<file path="config.mk">
export PLATFORM = sky130hd
export DESIGN_NAME = vga_timing_gen
export DESIGN_NICKNAME = d
export VERILOG_FILES = /design/src/rtl/vga_pkg.sv /design/src/rtl/pix_tick_gen.sv /design/src/rtl/vga_timing_gen.sv
export SDC_FILE = /design/constraint.sdc
export NUM_CORES = 1
export LEC_CHECK = 0
export BUFFER_PORTS_ARGS = -buffer_cell sky130_fd_sc_hd__buf_2
export CORE_ASPECT_RATIO = 0.8
export CORE_UTILIZATION = 46
export DETAILED_ROUTE_END_ITERATION = 10
export GPL_TIMING_DRIVEN = 0
export PLACE_DENSITY = 0.74
export SYNTH_ARGS = -nofsm -noshare
export SYNTH_HDL_FRONTEND = slang
export SYNTH_SLANG_ARGS = --single-unit
</file>
<file path="constraint.sdc">
create_clock -name clk -period 1.6 [get_ports clk]
set_input_delay 0 -clock clk [delete_from_list [all_inputs] [get_ports clk]]
set_output_delay 0 -clock clk [all_outputs]
set_load 0.02 [all_outputs]
</file>
<file path="src/rtl/vga_pkg.sv">
`default_nettype none
// ============================================================================
// Module      : vga_pkg
// Description : 640x480@60 timing constants, counter/colour widths and
//               a half-open window helper for the sync decoders.
// Revision    : 1.0 - initial release
// ============================================================================
package vga_pkg;

    localparam int c_cnt_w     = 10;
    localparam int c_rgb_w     = 12;

    localparam int c_h_visible = 640;
    localparam int c_h_front   = 16;
    localparam int c_h_sync    = 96;
    localparam int c_h_back    = 48;
    localparam int c_v_visible = 480;
    localparam int c_v_front   = 10;
    localparam int c_v_sync    = 2;
    localparam int c_v_back    = 33;
    localparam int c_pix_div   = 4;

    typedef logic [c_cnt_w-1:0] cnt_t;
    typedef logic [c_rgb_w-1:0] rgb_t;

    function automatic logic in_window(input cnt_t val, input cnt_t lo, input cnt_t hi);
        return (val >= lo) && (val < hi);
    endfunction

endpackage
`default_nettype wire

</file>
<file path="src/rtl/pix_tick_gen.sv">
`default_nettype none
// ============================================================================
// Module      : pix_tick_gen
// Description : Divides clk by PIX_DIV; pix_tick is high while the divider
//               sits on its last count.
// Revision    : 1.0 - initial release
// ============================================================================
module pix_tick_gen #(
    parameter int PIX_DIV = 4
) (
    input  logic clk,
    input  logic rst_n,
    output logic pix_tick
);

    localparam int                 c_div_w    = $clog2(PIX_DIV);
    localparam logic [c_div_w-1:0] c_div_last = c_div_w'(PIX_DIV - 1);

    logic [c_div_w-1:0] r_div;

    always_ff @(posedge clk or negedge rst_n) begin
        if (!rst_n) begin
            r_div <= '0;
        end else if (r_div == c_div_last) begin
            r_div <= '0;
        end else begin
            r_div <= r_div + c_div_w'(1);
        end
    end

    assign pix_tick = (r_div == c_div_last);

endmodule
`default_nettype wire

</file>
<file path="src/rtl/vga_timing_gen.sv">
`default_nettype none
// ============================================================================
// Module      : vga_timing_gen
// Description : VGA raster counters, sync generation and colour output with a
//               tick-advanced delay line matching the scene memory latency.
// Revision    : 1.0 - initial release
// ============================================================================
module vga_timing_gen
    import vga_pkg::*;
#(
    parameter int H_VISIBLE = c_h_visible,
    parameter int H_FRONT   = c_h_front,
    parameter int H_SYNC    = c_h_sync,
    parameter int H_BACK    = c_h_back,
    parameter int V_VISIBLE = c_v_visible,
    parameter int V_FRONT   = c_v_front,
    parameter int V_SYNC    = c_v_sync,
    parameter int V_BACK    = c_v_back,
    parameter int PIX_DIV   = c_pix_div,
    parameter int PIPE_DLY  = 1
) (
    input  logic               clk,
    input  logic               rst_n,
    input  logic [c_rgb_w-1:0] pixel_in,
    output logic [c_cnt_w-1:0] h_cnt,
    output logic [c_cnt_w-1:0] v_cnt,
    output logic               pix_tick,
    output logic               frame_start,
    output logic               hsync,
    output logic               vsync,
    output logic [3:0]         vga_r,
    output logic [3:0]         vga_g,
    output logic [3:0]         vga_b
);

    localparam cnt_t c_h_last     = cnt_t'(H_VISIBLE + H_FRONT + H_SYNC + H_BACK - 1);
    localparam cnt_t c_v_last     = cnt_t'(V_VISIBLE + V_FRONT + V_SYNC + V_BACK - 1);
    localparam cnt_t c_h_vis      = cnt_t'(H_VISIBLE);
    localparam cnt_t c_v_vis      = cnt_t'(V_VISIBLE);
    localparam cnt_t c_hs_start   = cnt_t'(H_VISIBLE + H_FRONT);
    localparam cnt_t c_hs_end     = cnt_t'(H_VISIBLE + H_FRONT + H_SYNC);
    localparam cnt_t c_vs_start   = cnt_t'(V_VISIBLE + V_FRONT);
    localparam cnt_t c_vs_end     = cnt_t'(V_VISIBLE + V_FRONT + V_SYNC);

    logic w_pix_tick;
    cnt_t r_h_cnt;
    cnt_t r_v_cnt;
    logic w_vis;
    logic w_hs_n;
    logic w_vs_n;
    logic w_vis_d;
    logic w_hs_d;
    logic w_vs_d;
    logic r_hsync;
    logic r_vsync;
    rgb_t r_rgb;

    pix_tick_gen #(
        .PIX_DIV (PIX_DIV)
    ) u_pix_tick_gen (
        .clk      (clk),
        .rst_n    (rst_n),
        .pix_tick (w_pix_tick)
    );

    always_ff @(posedge clk or negedge rst_n) begin
        if (!rst_n) begin
            r_h_cnt <= '0;
            r_v_cnt <= '0;
        end else if (w_pix_tick) begin
            if (r_h_cnt == c_h_last) begin
                r_h_cnt <= '0;
                r_v_cnt <= (r_v_cnt == c_v_last) ? '0 : r_v_cnt + cnt_t'(1);
            end else begin
                r_h_cnt <= r_h_cnt + cnt_t'(1);
            end
        end
    end

    assign w_vis  = (r_h_cnt < c_h_vis) && (r_v_cnt < c_v_vis);
    assign w_hs_n = !in_window(r_h_cnt, c_hs_start, c_hs_end);
    assign w_vs_n = !in_window(r_v_cnt, c_vs_start, c_vs_end);

    // Delay stages reset to "blank, syncs idle" so nothing glitches after reset.
    if (PIPE_DLY == 0) begin : g_no_dly
        assign w_vis_d = w_vis;
        assign w_hs_d  = w_hs_n;
        assign w_vs_d  = w_vs_n;
    end else begin : g_dly
        logic [PIPE_DLY-1:0] r_vis_dly;
        logic [PIPE_DLY-1:0] r_hs_dly;
        logic [PIPE_DLY-1:0] r_vs_dly;

        always_ff @(posedge clk or negedge rst_n) begin
            if (!rst_n) begin
                r_vis_dly <= '0;
                r_hs_dly  <= '1;
                r_vs_dly  <= '1;
            end else if (w_pix_tick) begin
                r_vis_dly <= (r_vis_dly << 1) | PIPE_DLY'(w_vis);
                r_hs_dly  <= (r_hs_dly  << 1) | PIPE_DLY'(w_hs_n);
                r_vs_dly  <= (r_vs_dly  << 1) | PIPE_DLY'(w_vs_n);
            end
        end

        assign w_vis_d = r_vis_dly[PIPE_DLY-1];
        assign w_hs_d  = r_hs_dly[PIPE_DLY-1];
        assign w_vs_d  = r_vs_dly[PIPE_DLY-1];
    end

    always_ff @(posedge clk or negedge rst_n) begin
        if (!rst_n) begin
            r_hsync <= 1'b1;
            r_vsync <= 1'b1;
            r_rgb   <= '0;
        end else if (w_pix_tick) begin
            r_hsync <= w_hs_d;
            r_vsync <= w_vs_d;
            r_rgb   <= w_vis_d ? pixel_in : '0;
        end
    end

    assign h_cnt       = r_h_cnt;
    assign v_cnt       = r_v_cnt;
    assign pix_tick    = w_pix_tick;
    assign frame_start = w_pix_tick && (r_h_cnt == '0) && (r_v_cnt == '0);
    assign hsync       = r_hsync;
    assign vsync       = r_vsync;
    assign vga_r       = r_rgb[11:8];
    assign vga_g       = r_rgb[7:4];
    assign vga_b       = r_rgb[3:0];

endmodule
`default_nettype wire

</file>
# Yosys cells after proc, flatten, opt, wreduce, memory -nomap -nowiden
# Index checks and enable logic that the tools add are counted.
totals:
  reg_bits: 39
  input_bits: 14
  out_inout_bits: 36
op_classes:
  add_sub_neg: 3
  magnitude_cmp: 6
  eq_ne: 3
  n_mux: 4
  n_reduce_logical: 10
ops:
  columns: ["op", "count"]
  rows:
  - ["10-bit by 1-bit adder with 10-bit output, second input constant", 2]
  - ["10-bit equality test, second input constant", 2]
  - ["10-bit zero test", 2]
  - ["10-bit less-than comparator, second input constant", 2]
  - ["10-bit by 9-bit less-than comparator with 1-bit output, second input constant", 2]
  - ["10-bit 2-to-1 mux", 2]
  - ["12-bit 2-to-1 mux", 1]
  - ["10-bit greater-or-equal comparator, second input constant", 1]
  - ["10-bit by 9-bit greater-or-equal comparator with 1-bit output, second input constant", 1]
  - ["1-bit logical AND", 5]
  - ["2-bit by 1-bit adder with 2-bit output, second input constant", 1]
  - ["2-bit equality test, second input constant", 1]
  - ["1-bit zero test", 2]
  - ["2-bit 2-to-1 mux", 1]
  - ["2-bit AND reduction", 1]

# Logic depth before layout (Yosys ltp)
# Gate-level depths: netlist (run 1).
depth:
  ltp_word: 3
  depth_mapped: 6

# By module
# A second synthesis (run 1) with hierarchy kept.
unflattened:
  hier_cells: 186
  area_unflattened_um2: 1864.3
modules_own_cells:
  columns: ["mod", "n_inst", "cells_each", "area_per_inst_um2", "seq_area_each_um2"]
  rows:
  - ["vga_timing_gen", 1, 182, 1798.0, 930.9]
  - ["pix_tick_gen", 1, 4, 66.3, 50.0]

# Worst setup path before layout (run 1)
# OpenSTA, ideal clock, no wires.
synth_path:
  kind: "register -> output"
  from: "register r_h_cnt[0] (netlist: h_cnt[0])"
  to: "output frame_start"
  arrival_time_ps: 1819
  setup_slack_ps: -219
  stages_incl_launch_ff: 7
  path_buffers: 0
  cell_sequence: "dfrtp_1 > inv_1 > ha_1 > nand2_1 > nor4b_1 > nand4_1 > nor4_1"
synth_between:
  elab_chain_len: 3
synth_lines:
  columns: ["item", "line_no", "rtl"]
  rows:
  - ["from (decl)", "vga_timing_gen.sv:46", "cnt_t r_h_cnt;"]
  - ["from (signal assigned)", "vga_timing_gen.sv:75", "r_h_cnt <= r_h_cnt + cnt_t'(1);"]
  - ["10-bit zero test", "vga_timing_gen.sv:126", "assign frame_start = w_pix_tick && (r_h_cnt == '0) && (r_v_cnt == '0);"]
  - ["1-bit logical AND (2 in series)", "vga_timing_gen.sv:126", null]
  - ["to (decl)", "vga_timing_gen.sv:28", "output logic frame_start,"]
# No other way between the ends.

# Worst setup path in the final report (run 1)
layout_path:
  from: "register r_h_cnt[1] (netlist: h_cnt[1])"
  to: "output frame_start"
# Same word-level chain as after synthesis.

==> results of run 1 <==
-- layout by cell type (no fill, tap or decap), types with 2 or more instances in the layout --
master,synthesis,final
a21o_1,2,2
a21oi_1,2,2
and3_1,7,6
and4_1,4,2
and4_4,0,2
buf_2,2,49
buf_4,0,13
clkbuf_1,5,2
clkbuf_2,0,3
clkbuf_8,0,5
dfrtp_1,35,25
dfrtp_2,0,10
dfstp_2,4,4
dlygate4sd3_1,0,13
ha_1,5,2
ha_4,0,3
inv_1,17,15
inv_2,0,2
mux2_2,3,3
nand2_1,19,18
nand3_1,9,9
nand4_1,5,5
nor2_1,9,8
nor2_2,1,2
nor3b_2,0,2
o21ai_0,22,20
o21ai_1,0,2
or4_4,0,2
xnor2_1,7,7
xor2_1,3,3
-- worst max-delay path: stages (launching register included) --
cell and delay, ns:
dfrtp_2 0.41, inv_2 0.08, ha_4 0.15, nand2_4 0.05, nor4b_4 0.23, nand4_1 0.16, nor4_2 0.26, buf_4 0.19
-- final cells by class --
| type | instances | share of cell area, % |
|---|---|---|
| Tap cell | 55 | 2.64 |
| Sequential cell | 39 | 38.1 |
| Multi-Input combinational cell | 119 | 33.4 |
| Timing Repair Buffer | 74 | 17.9 |
| Clock inverter | 1 | 1.15 |
| Buffer | 5 | 1.44 |
| Clock buffer | 7 | 2.93 |
| Inverter | 17 | 2.45 |
-- where the power goes --
part	leakage, nW	switching [W]	internal, W	total (W)
clock	0.0524	0.000345	0.000467	0.000812
combinational	0.726	0.0000602	0.0000474	0.000108
sequential	0.468	0.00000732	0.00100	0.00101
total	1.25	0.000412	0.00152	0.00193
-- path summary, 6_finish.rpt --
kind,end,slack (ns),depth (start not counted)
min in group clk,r_rgb[6]$_DFFE_PN0P_,0.45,4
max in group asynchronous,h_cnt[4]$_DFFE_PN0P_,0.67,2
worst max register to register,v_cnt[9]$_DFFE_PN0P_,-0.11,4
worst min register to register,u_pix_tick_gen.r_div[0]$_DFF_PN0_,0.49,1
worst min-delay path,v_cnt[0]$_DFFE_PN0P_,0.34,2
worst max-delay path,frame_start,-0.22,7
-- registers in the layout, summed over array words and instances, names as in the netlist --
register	flops
v_cnt	10
h_cnt	10
r_rgb	12
g_dly.r_vs_dly	1
hsync	1
u_pix_tick_gen.r_div	2
vsync	1
g_dly.r_vis_dly	1
g_dly.r_hs_dly	1
-- cells by family after synthesis --
logic type,synth area share [%]
mux,1.86
compound gates,9.24
fa+ha+maj,3.45
xor+xnor,4.83
flops,54.1
simple gates,21.4
buf+inv,5.10
-- metrics by stage --
step	utilization [%]	total power [W]	setup slack, ns	TNS [ns]
global placement	57.5	0.00111	-0.201	-2.37
global route	69.0	0.00200	-0.316	-1.01
CTS	65.7	0.00194	-0.190	-0.243
floorplan	-	0.00106	0.00327	0
detailed placement	57.5	0.00111	-0.200	-2.33
finish	69.0	0.00193	-0.216	-0.357
-- what timing repair did --
item | in CTS | in global routing
pin swaps | 5 | 6
endpoints found under the hold margin | 47 | 0
resized for setup | 15 | 26
endpoints found under the setup margin | 23 | 25
setup buffers | 4 | 8
hold buffers | 13 | 0
-- routing by layer --
metal,routed length (um),track usage [%]
met1,2100,33.1
met2,2120,33.8
met3,206,5.04
met4,67,7.28
met5,0,0
==> impl_metrics.csv, run 1 <==
group,metric,value,unit
sta,setup_ws,-0.216,ns
yosys,synth_common_cells,"dfrtp_1, o21ai_0, nand2_1, inv_1",
routing,drc,0,
routing,ant_nets,0,
worst_setup_path,required,1.60,ns
status,outcome,"finished with violations",
yosys,synth_area,1810,um2
sta,min_period,1.82,ns
final_layout,num-nets-final,280,
yosys,synth_seq_cells,39,
worst_setup_path,setup.worst_path.start,"h_cnt[1]$_DFFE_PN0P_",
routing,wirelength,4.49,mm
worst_setup_path,arrival,1.82,ns
clock_tree,h-tree-depth,2,
sta,max_freq,0.551,GHz
final_layout,ff_latch_area,993,um2
clock_tree,clk_pin_slew,0.08,ns
floorplan,die-area,4200,um2
floorplan,fp.dieH,58.2,um
final_layout,num-fill-cells,269,
floorplan,die_w,72.2,um
yosys,syn_avg_cell_area,9.97,um2
routing,wl_per_cell,14.2,um
floorplan,io_pins,50,
power_and_ir_drop,p_per_area,739,nW/um2
yosys,ys_types,34,
sta,min_period_over_period,114,%
yosys,synthArstFlopShare,100,%
final_layout,diodes,0,
final_layout,final_cell_area,2610,um2
worst_setup_path,path_max_fanout,2,
routing,vias_per_cell,5.07,
global_routing,antenna_found_initial,0,
job,maxCapViolations,0,
final_layout,multi_input_area,872,um2
global_routing,grt_max_degree,40,
min_path,min_path_type,"input pin to asynchronous set/reset pin",
yosys,syn_inst,182,
yosys,syn_nets,201,
placement,dp_cells,286,
sta,whs,0.343,ns
placement,gp_congestion,0.810,
power_and_ir_drop,peakVddDrop,0.628,mV
routing,first_pass_iters,4,
sta,finalMaxSlewViolations,0,
floorplan,num_rows,20,
yosys,yosysTopAreaCell,"dfrtp_1",
worst_setup_path,endpoint_kind,"output pin",
clock_tree,clock-sinks,39,
clock_tree,cts_buffers,5,
routing,drt_iter0_markers,86,
final_layout,stdcell_count,317,
yosys,synth_top_area_share,48.3,%
clock_tree,root_buffer,"clkbuf_8",
worst_setup_path,path_class,"flop to output pin",
routing,vias,1607,
yosys,synth-edff-count,0,
yosys,yosysSeqAreaShare,54.1,%
final_layout,area_delta_synth_final,43.7,%
power_and_ir_drop,power_leakage,1.25,nW
final_layout,layout-drive-gt1-share,42.7,%
placement,placement.io_buffers,49,
yosys,synth.most_common_cell,"dfrtp_1",
global_routing,globalRouteTotalUtil,22.7,%
sta,setup_viol,3,
clock_tree,tritoncts,"done",
global_routing,grt_pass1_wl,7.14,mm
global_routing,grt_overflow,0,
sta,rsz0062_at_grt,"yes",
status,violations,"negative setup slack",
yosys,synth-main-ff-cell,"dfrtp_1",
floorplan,initial_core_util,48.0,%
worst_setup_path,r2r_start,"v_cnt[3]$_DFFE_PN0P_",
sta,finalHoldViolCount,0,
sta,slew-limit-headroom,43.7,%
yosys,synth_warnings,0,
placement,hpwl,2.68,mm
clock_tree,clkLatencyLatePin,0.29,ns
worst_setup_path,critPathLaunchType,"flop",
clock_tree,clockBufferDepth,2,
global_routing,grt_pass1_vias,1451,
placement,postPlaceCellArea,2170,um2
sta,skew,0.00992,ns
yosys,synth_area_leaders,"dfrtp_1, o21ai_0, dfstp_2",
floorplan,core,3780,um2
sta,worstMarginPinSlew,0.844,ns
No activity file was read; power rests on OpenSTA's default activity.
==> run 2, diff against run 1 <==
--- a/config.mk
+++ b/config.mk
@@ -5,12 +5,13 @@
 export SDC_FILE = /design/constraint.sdc
 export NUM_CORES = 1
 export LEC_CHECK = 0
+export ABC_AREA = 1
 export BUFFER_PORTS_ARGS = -buffer_cell sky130_fd_sc_hd__buf_2
 export CORE_ASPECT_RATIO = 0.8
-export CORE_UTILIZATION = 46
+export CORE_UTILIZATION = 48
 export DETAILED_ROUTE_END_ITERATION = 10
 export GPL_TIMING_DRIVEN = 0
-export PLACE_DENSITY = 0.74
+export PLACE_DENSITY = 0.76
 export SYNTH_ARGS = -nofsm -noshare
 export SYNTH_HDL_FRONTEND = slang
 export SYNTH_SLANG_ARGS = --single-unit
==> impl_metrics.csv, run 2 <==
group,metric,value,unit
yosys,syn_nets,269,
yosys,ys_types,29,
worst_setup_path,critPathLaunchType,"flop",
final_layout,final_cell_area,2730,um2
sta,slew-limit-headroom,43.4,%
min_path,min_path_type,"input pin to asynchronous set/reset pin",
floorplan,core,3900,um2
yosys,synth_area_leaders,"dfrtp_1, nand2_1, nand3_1",
sta,max_freq,0.654,GHz
floorplan,initial_core_util,51.8,%
final_layout,top_register,"r_rgb",
yosys,synth_common_cells,"nand2_1, dfrtp_1, nor2_1, nand3_1, inv_1",
global_routing,grt_pass1_vias,1755,
sta,skew,0.00652,ns
routing,vias_per_cell,4.97,
global_routing,globalRouteTotalUtil,23.2,%
yosys,synth_warnings,0,
final_layout,num-fill-cells,316,
floorplan,die_w,74.6,um
placement,gp_congestion,0.822,
routing,drc,0,
clock_tree,clock-sinks,39,
sta,finalMaxSlewViolations,0,
routing,ant_nets,0,
yosys,synth.most_common_cell,"nand2_1",
yosys,synth-main-ff-cell,"dfrtp_1",
yosys,yosysTopAreaCell,"dfrtp_1",
yosys,synth-edff-count,0,
placement,postPlaceCellArea,2340,um2
final_layout,layout-drive-gt1-share,31.8,%
final_layout,multi_input_area,970,um2
yosys,syn_avg_cell_area,8.09,um2
routing,wl_per_cell,12.3,um
global_routing,antenna_found_initial,0,
global_routing,grt_pass1_wl,7.67,mm
job,maxCapViolations,0,
global_routing,grt_overflow,0,
routing,drt_iter0_markers,91,
sta,finalHoldViolCount,0,
yosys,synth_top_area_share,43.3,%
worst_setup_path,required,1.60,ns
final_layout,area_delta_synth_final,35.0,%
clock_tree,clockBufferDepth,2,
placement,hpwl,3.22,mm
clock_tree,tritoncts,"done",
worst_setup_path,path_class,"flop to output pin",
sta,worstMarginPinSlew,0.849,ns
floorplan,io_pins,50,
sta,min_period_over_period,95.5,%
worst_setup_path,endpoint_kind,"output pin",
floorplan,fp.dieH,60.1,um
final_layout,diodes,0,
final_layout,mostFrequentLayoutCells,"nand2_1, buf_2, dfrtp_1",
power_and_ir_drop,p_per_area,655,nW/um2
clock_tree,clk_pin_slew,0.07,ns
final_layout,largest_reg_flops,12,
yosys,synth_seq_cells,39,
worst_setup_path,arrival,1.53,ns
yosys,syn_inst,250,
worst_setup_path,path_max_fanout,8,
status,outcome,"completed",
placement,placement.io_buffers,49,
final_layout,num-nets-final,352,
routing,wirelength,4.78,mm
final_layout,ff_latch_area,982,um2
yosys,synthArstFlopShare,100,%
routing,vias,1927,
clock_tree,cts_buffers,5,
routing,first_pass_iters,4,
sta,min_period,1.53,ns
global_routing,grt_max_degree,40,
power_and_ir_drop,fin_total_pwr,0.00179,W
yosys,synth_area,2020,um2
power_and_ir_drop,power_leakage,1.44,nW
sta,setup_viol,0,
floorplan,die-area,4480,um2
yosys,yosysSeqAreaShare,48.5,%
power_and_ir_drop,peakVddDrop,0.604,mV
clock_tree,root_buffer,"clkbuf_8",
floorplan,num_rows,20,
clock_tree,h-tree-depth,2,
clock_tree,clkLatencyLatePin,0.29,ns
final_layout,final_common_cell,"nand2_1",
==> run 2: cell count changes in the layout (fill, tap and decap cells not counted), moves of 9 or more <==
cell | previous run | this run
o21ai_0 | 20 | 9
nor2_1 | 8 | 29
nand3_1 | 9 | 25
dfrtp_1 | 25 | 34
nand2_1 | 18 | 71
dfrtp_2 | 10 | 1
==> run 2: logic make-up after synthesis <==
group	share of synthesized area, %
AND/OR/NAND/NOR	34.7
flip-flops	48.5
buffers and inverters	6.37
AO/OA/AOI/OAI	4.27
XOR/XNOR	3.03
adder cells (fa/ha/maj)	3.09
==> run 2: power breakdown <==
group	total [W]	internal, W	switching (W)
clock	0.000670	0.000338	0.000332
sequential	0.00101	0.00100	0.00000812
combinational	0.000108	0.0000487	0.0000595
total	0.00179	0.00139	0.000399
==> run 2: routing by layer <==
metal	vias up	global-route usage, %	routed length (um)
li1	964	-	-
met1	906	31.7	2240
met2	52	35.9	2240
met3	5	5.56	241
met4	0	8.89	57
met5	-	0	0
==> run 2: worst max-delay path, cell delays in order, from the launching register on <==
cell      delay [ns]
dfrtp_1         0.38
clkbuf_2        0.19
nor2_1          0.12
nand2_1         0.07
nor4_2          0.28
buf_4           0.19
==> run 2: cell type report <==
cell class                 count  share of cell area, %
buffer                         8                   1.88
clock buffer                   6                   3.03
clock inverter                 1                  0.183
inverter                      23                   3.16
multi-input combinational    180                   35.5
sequential                    39                   36.0
tap                           55                   2.52
timing repair buffer          76                   17.7
==> run 2: worst paths after layout <==
kind / from / end / slack, ns / cells after the start
max: v_cnt[3]$_DFFE_PN0P_ / frame_start / 0.07 / 5
max reg2reg: h_cnt[1]$_DFFE_PN0P_ / v_cnt[4]$_DFFE_PN0P_ / 0.08 / 9
min: rst_n / h_cnt[4]$_DFFE_PN0P_ / 0.35 / 2
min in group clk: pixel_in[5] / r_rgb[5]$_DFFE_PN0P_ / 0.46 / 4
min reg2reg: vsync$_DFFE_PN1P_ / vsync$_DFFE_PN1P_ / 0.47 / 2
max in group asynchronous: rst_n / h_cnt[7]$_DFFE_PN0P_ / 0.66 / 2
==> run 2: what timing repair did <==
item	in CTS	in global routing
hold buffers	13	0
setup endpoints to repair	2	13
gates resized for setup	3	16
buffers inserted	2	12
endpoints found under the hold margin	47	0
pin swaps	0	8
==> run 2: stage by stage <==
| step | worst slack [ns] | hold WS [ns] | utilization [%] | instances | TNS, ns |
|---|---|---|---|---|---|
| finish | 0.0718 | 0.346 | 69.9 | 388 | 0 |
| global route | -0.0200 | 0.442 | 69.9 | 388 | -0.0431 |
| CTS | 0.000776 | 0.376 | 66.1 | 376 | 0 |
| detailed placement | 0.00787 | 0.155 | 60.0 | 354 | 0 |
| global placement | 0.0241 | 0.163 | 60.0 | 354 | 0 |
| floorplan | 0.0418 | -0.296 | - | 250 | 0 |
